**src/rtl/reg_file_pkg.sv**
```systemverilog
// Shared types and default sizing for the 2R1W register file.
package reg_file_pkg;

  localparam int unsigned RF_DEPTH = 4;
  localparam int unsigned RF_WIDTH = 32;

  // Clear sequencer states; reset lands in RF_CLEAR so the array is swept after power-up.
  typedef enum logic {
    RF_IDLE  = 1'b0,
    RF_CLEAR = 1'b1
  } rf_state_e;

endpackage

```
**src/rtl/reg_file_clr_seq.sv**
```systemverilog
// Clear sequencer: walks a pointer over every entry, emitting a zero-write per edge.
import reg_file_pkg::*;

module reg_file_clr_seq #(
  parameter int unsigned DEPTH = RF_DEPTH
) (
  input  logic             clk,
  input  logic             rst_n,
  input  logic             clr_req,
  output logic             busy,
  output logic             clr_we,
  output logic [DEPTH-1:0] clr_addr
);

  rf_state_e        state_q, state_d;
  logic [DEPTH-1:0] ptr_q, ptr_d;

  // State and pointer registers; reset starts a full sweep from entry 0.
  always_ff @(posedge clk or negedge rst_n) begin
    if (!rst_n) begin
      state_q <= RF_CLEAR;
      ptr_q   <= '0;
    end else begin
      state_q <= state_d;
      ptr_q   <= ptr_d;
    end
  end

  // Next-state: a request in either state (re)starts the sweep at entry 0.
  always_comb begin
    state_d = state_q;
    ptr_d   = ptr_q;
    unique case (state_q)
      RF_IDLE: begin
        if (clr_req) begin
          state_d = RF_CLEAR;
          ptr_d   = '0;
        end
      end
      RF_CLEAR: begin
        if (clr_req) begin
          ptr_d = '0;
        end else begin
          ptr_d = ptr_q + DEPTH'(1);
          // Last entry cleared on this edge; pointer wraps back to 0.
          if (ptr_q == '1) state_d = RF_IDLE;
        end
      end
    endcase
  end

  // Outputs depend on registers only.
  assign busy     = (state_q == RF_CLEAR);
  assign clr_we   = busy;
  assign clr_addr = ptr_q;

endmodule

```
**src/rtl/reg_file_2r1w.sv**
```systemverilog
// Two combinational read ports, one synchronous write port, with bypass and R0 masking.
import reg_file_pkg::*;

module reg_file_2r1w #(
  parameter int unsigned DEPTH   = RF_DEPTH,
  parameter int unsigned WIDTH   = RF_WIDTH,
  parameter int unsigned BYPASS  = 1,
  parameter int unsigned ZERO_R0 = 1
) (
  input  logic             clk,
  input  logic             rst_n,
  input  logic             clr_req,
  output logic             busy,
  input  logic             wr_en,
  input  logic [DEPTH-1:0] w_addr,
  input  logic [WIDTH-1:0] w_data,
  input  logic [DEPTH-1:0] r_addr_a,
  input  logic [DEPTH-1:0] r_addr_b,
  input  logic             ba_sel,
  output logic [WIDTH-1:0] r_data_a,
  output logic [WIDTH-1:0] r_data_b
);

  localparam int unsigned Entries = 1 << DEPTH;

  logic [WIDTH-1:0] reg_array [Entries];
  logic             clr_we;
  logic [DEPTH-1:0] clr_addr;
  logic             user_we;
  logic             byp_ok;

  reg_file_clr_seq #(
    .DEPTH (DEPTH)
  ) u_clr_seq (
    .clk      (clk),
    .rst_n    (rst_n),
    .clr_req  (clr_req),
    .busy     (busy),
    .clr_we   (clr_we),
    .clr_addr (clr_addr)
  );

  // A clear request beats a same-cycle write; rst_n gating drops a write racing reset.
  assign user_we = wr_en && !busy && !clr_req && rst_n;
  assign byp_ok  = (BYPASS != 0) && wr_en && !busy;

  // Array has no reset: it is zeroed by the clear sweep instead.
  always_ff @(posedge clk) begin
    if (clr_we) begin
      reg_array[clr_addr] <= '0;
    end else if (user_we) begin
      reg_array[w_addr] <= w_data;
    end
  end

  // Port A read: array, then bypass, then R0 mask; all zero while clearing.
  always_comb begin
    r_data_a = reg_array[r_addr_a];
    if (byp_ok && (w_addr == r_addr_a)) r_data_a = w_data;
    if ((ZERO_R0 != 0) && ba_sel && (r_addr_a == '0)) r_data_a = '0;
    if (busy) r_data_a = '0;
  end

  // Port B read: array, then bypass; ba_sel has no effect here.
  always_comb begin
    r_data_b = reg_array[r_addr_b];
    if (byp_ok && (w_addr == r_addr_b)) r_data_b = w_data;
    if (busy) r_data_b = '0;
  end

endmodule
```
**config.mk**
```make
export PLATFORM = sky130hd
export DESIGN_NAME = reg_file_2r1w
export DESIGN_NICKNAME = d
export VERILOG_FILES = /design/src/rtl/reg_file_pkg.sv /design/src/rtl/reg_file_clr_seq.sv /design/src/rtl/reg_file_2r1w.sv
export SDC_FILE = /design/constraint.sdc
export NUM_CORES = 1
export LEC_CHECK = 0
export ABC_CLOCK_PERIOD_IN_PS = 3800
export CORE_ASPECT_RATIO = 2
export CORE_MARGIN = 2
export CORE_UTILIZATION = 47
export CTS_BUF_LIST = sky130_fd_sc_hd__clkbuf_8 sky130_fd_sc_hd__clkbuf_16
export DETAILED_ROUTE_END_ITERATION = 8
export DONT_BUFFER_PORTS = 1
export HOLD_SLACK_MARGIN = 0.15
export SYNTH_ARGS = -nofsm -noshare
export SYNTH_HDL_FRONTEND = slang
export SYNTH_SLANG_ARGS = --single-unit
```
**constraint.sdc**
```tcl
create_clock -name clk -period 3.8 [get_ports clk]
set_input_delay 0.57 -clock clk [delete_from_list [all_inputs] [get_ports clk]]
set_output_delay 0.57 -clock clk [all_outputs]
set_load 0.05 [all_outputs]
```
# Yosys cells after proc, flatten, opt, wreduce, memory -nomap -nowiden
# Memory sizes are Yosys's and may differ from the RTL's.
# Index checks and enable logic that the tools add are counted.
[totals] out_inout_bits=65 mem_count=1 wordCells=39 ram_bits=512 reg_bits=5
[classes] addsub=1 n_eq_ne=4 n_mux=20 bitwise_logic=1 reduce_logical=10
[mem_list] memory="reg_array" words=16 width=32 read_ports=2 rd_ports_with_merged_regs=0 wr=1 line="reg_file_2r1w.sv:26" source="logic [WIDTH-1:0] reg_array [Entries];"
[op_table] operator="two-way mux 32 bit" count=6
[op_table] operator="OR reduction 32 bit" count=1
[op_table] operator="two-way mux 4 bit" count=3
[op_table] operator="two-way mux 1 bit" count=9
[op_table] operator="== test 4 bit" count=2
[op_table] operator="case mux 4 bit (2 select lines)" count=1
[op_table] operator="logical AND 1 bit" count=6
[op_table] operator="adder 4 x 1 -> 4 bit, second input constant" count=1
[op_table] operator="== test 4 bit, second input constant" count=1
[op_table] operator="zero test 4 bit" count=1
[op_table] operator="zero test 1 bit" count=2
[op_table] operator="inequality test 2 bit, second input constant" count=1
[op_table] operator="case mux 1 bit (2 select lines)" count=1
[op_table] operator="NOT 1 bit" count=1

# Longest topological paths before layout
[depth] word_depth=9 mapped_depth=7

# Hierarchy
# Synthesis repeated with hierarchy kept, for this count alone.
[hier_totals] cells_unflattened=1248 area_unflattened_um2=24329.6
[modules_own_cells] mod="reg_file_2r1w" instances=1 seq_area_each_um2=15374.7 cells_each=1227 area_per_inst_um2=24064.3
[modules_own_cells] mod="reg_file_clr_seq" instances=1 seq_area_each_um2=126.4 cells_each=21 area_per_inst_um2=265.3

# Worst setup path after synthesis
# OpenSTA, ideal clock, no wires.
[synth_timing] path_type="register to register" startpoint="register u_clr_seq.state_q, in the netlist u_clr_seq.busy" endpoint="memory reg_array[11][0] (netlist bit) (enable)" stages_incl_launch_ff=7 required_ns=3.379 path_slack_ns=0.430 setup_time_ns=0.421 n_path_buf=3 synth_period_minus_slack_ns=3.370 arrival_ns=2.949 path_cell_list="dfstp_2 clkbuf_1 nor4bb_1 clkbuf_1 buf_2 a32oi_1 nor2_1"
[synth_between] elab_chain_cells=9 word_cells_on_any_way=12
[synth_rtl] item="from (decl)" line="reg_file_clr_seq.sv:15" source="rf_state_e state_q, state_d;"
[synth_rtl] item="from (signal assigned)" line="reg_file_clr_seq.sv:24" source="state_q <= state_d;"
[synth_rtl] item="zero test 1 bit" line="reg_file_2r1w.sv:44" source="assign user_we = wr_en && !busy && !clr_req && rst_n;"
[synth_rtl] item="logical AND 1 bit (3 in series)" line="reg_file_2r1w.sv:44"
[synth_rtl] item="two-way mux 1 bit" line="reg_file_2r1w.sv:51" source="end else if (user_we) begin"
[synth_rtl] item="two-way mux 1 bit" line="reg_file_2r1w.sv:49" source="if (clr_we) begin"
[synth_rtl] item="two-way mux 1 bit (implied by the code)" line="reg_file_2r1w.sv:52" source="reg_array[w_addr] <= w_data;"
[synth_rtl] item="OR reduction 32 bit (no source line)"
[synth_rtl] item="two-way mux 4 bit (no source line) or two-way mux 1 bit (tied branches)"
[synth_rtl] item="to (decl)" line="reg_file_2r1w.sv:26"
# Parallel ways exist; a longest one is shown, timed or not.

# Worst setup path in the final report
[layout_timing] startpoint="input port r_addr_b[0]" endpoint="output port r_data_b[10]"
[layout_between] elab_chain_cells=4 word_cells_on_any_way=5
[layout_rtl] item="from (decl)" line="reg_file_2r1w.sv:18" source="input logic [DEPTH-1:0] r_addr_b,"
[layout_rtl] item="branches (longest 2 deep; another with memory (16 x 32 bit))"
[layout_rtl] item="two-way mux 32 bit (*)" line="reg_file_2r1w.sv:67" source="if (byp_ok && (w_addr == r_addr_b)) r_data_b = w_data;"
[layout_rtl] item="two-way mux 32 bit (*)" line="reg_file_2r1w.sv:68" source="if (busy) r_data_b = '0;"
[layout_rtl] item="to (decl)" line="reg_file_2r1w.sv:21" source="output logic [WIDTH-1:0] r_data_b"
# Mark *: on every way between the ends.

==> run metrics <==
Synth Cell Area=0.0243 mm²; CTS Sinks=517; DR WL/cell=36.2 µm; Clock Tree Root=clkbuf_16; width of the die=165 µm; highest clock rate=294 MHz; Max-cap violations=0; Clock Path Buffers=3; largest net degree at the start of global routing=131; Area Growth Syn to Fin=10.5%; H-tree Lvls=2; Worst-Margin Slew=1.10 ns; Initial Util=between 40% and 50%; ranking of synthesized cells by area=edfxtp_1 (63%), mux4_2 (24%), a22oi_1 (4.0%); mean post-synth cell area=a little under 20 µm²; Leak Pwr=slightly above 9 nW; DR iter-0 viols=1334; detailed-route DRC error count=0; most used flip-flop cell after synthesis=edfxtp_1; GPL Wtd Cong=between 0.8 and 0.9; final setup TNS=0 ns; post-synthesis cell type count=34; num ports=114; First-pass DRT Iterations=5; final hold vios=0; Overflow after GRT=0; flip-flop and latch count after synthesis=517; placed insts=1869; number of enable flip-flop cells after synthesis=512; area fraction of the dominant cell type after synthesis=between 60% and 70%; arrival time worst endpoint=2.83 ns; Post-DP Area=0.0255 mm²; Final WS setup=0.403 ns; clock skew=0.0185 ns; clk_lat worst skew=0.57 ns; Post-CTS Setup Repair Bufs=0; Worst Path Required=3.23 ns; total core area=0.0509 mm²; vias per cell=7.08; RSZ-0062 raised after global routing=no; setup violators final=0; CP Max Fanout=~130; final std cells w/o fill=approximately 1900; critical path class=in2out; global-route wire length before repair=102 mm; drt total wl=70.3 mm; CP endpoint kind=output pin; IO Port Bufs=0; Row Count=approximately 120; Max Slew Vio Count=0; cts bufs inserted=43; commonest cells after routing, fill and taps aside=edfxtp_1 (512), mux4_2 (256), a22oi_1 (128); Die ar.=0.0536 mm²; Final ANT Viol Nets=0; DP HPWL=~41 mm; status=complete, no violations; Clock Pin Slew Worst Setup and Hold Paths=0.07 ns; layout cell share with drive strength beyond 1=between 30% and 40%; Ys Warns=0; Vias=13700; hold crit path type=in2async; crit share post-route=about nine tenths; CTS tree=built; Die Ht=around 330 µm; Mapped Cells=1245; post-route cell area=0.0268 mm²; Seq/Total Area, Yosys=63.9%; layout net count=1312; Max VDD drop=0.000331 V; total power per unit cell area=427 mW/mm²; initial antenna violation count=0; vias in the first global route=between 10000 and 15000; slew margin rel.=26.8%; Yosys top cell by area=edfxtp_1; CP startpoint kind=primary input; diode count=0; Mapped Nets=1295; Place WS=about 0.64 ns; Post-synth ARST share=0.967%; fin crit period=~3.4 ns; Global Route Usage Sum=26.8%; commonest non-fill, non-tap cell in the layout=edfxtp_1
[sequential cells by signal (all words and copies together), names as in the netlist]
name and flops:
u_clr_seq.busy 1, reg_array 512, u_clr_seq.clr_addr 4
[path summary, 6_finish.rpt]
kind	start	to	slack (ns)	cells after the start
min in group clk	w_data[16]	reg_array[1][16]	0.50	1
min reg2reg	u_clr_seq.busy	u_clr_seq.busy	0.58	1
max in group asynchronous	rst_n	u_clr_seq.busy	3.26	1
max reg2reg	u_clr_seq.busy	reg_array[9][27]	0.92	4
max	r_addr_b[0]	r_data_b[10]	0.40	5
min	rst_n	u_clr_seq.clr_addr[0]	0.29	1
[worst max-delay path: stages]
cell and delay [ns]:
xor2_1 0.28, nor4_1 0.59, nor2b_4 0.28, buf_4 0.32, a22o_1 0.53
[per-layer routing]
layer / routed length (µm) / part of all wire [%] / GRT usage, %
met3: 4440 / 6.3 / 3.03
met4: 2750 / 3.9 / 10.0
met1: 24900 / 35 / 33.2
met2: 38200 / 54 / 48.0
met5: 0 / 0 / 0
[per-stage QoR]
step                util, %  total power, mW  hold slack [ns]
finish                 52.6             11.5            0.295
global route           52.6             11.7            0.298
CTS                    52.6             11.5            0.273
detailed placement     50.0             7.20            0.275
global placement       50.0             7.19            0.275
floorplan                 -             7.06            0.274
[final cells by class]
cell class / count / area, µm²
clock buffers: 43 / 1080
clock inverters: 27 / 249
fillers: 4067 / 24100
inverters: 5 / 18.8
multi-input cells: 616 / 8400
flip-flops and latches: 517 / 15500
well taps: 654 / 818
repair buffers: 79 / 748
[cells in the mapped netlist (all sizes together), types with 2 or more instances]
master  instances
a21o            2
a22o           64
a22oi         128
a31oi           6
a32oi           2
and2           34
and3            2
buf            46
clkbuf         61
dfrtp           4
edfxtp        512
inv             5
mux4          256
nand2          66
nand3           2
nor2           24
nor2b           6
nor3b           2
nor4            3
xnor2           5
xor2            6
[report_power, final]
group          internal [mW]  switching, mW
Clock                   2.39           1.99
Combinational          0.355          0.362
Sequential              6.31         0.0548
[cells by family after synthesis]
| kind of cell | share of synthesized area, % |
|---|---|
| and+or+nand+nor | 2.79 |
| adders and majority gates | 0.0515 |
| muxes | 23.8 |
| DFF | 63.9 |
| xor gates and xnor gates | 0.397 |
| buffers and inverters | 2.48 |
| AOI/OAI and AO/OA | 6.61 |
[what timing repair did]
item / in CTS / in global routing
hold buffers: 2 / 0
gates resized for setup: 0 / 0
hold endpoints to repair: 10 / 0
(Power assumes the default switching activity.)
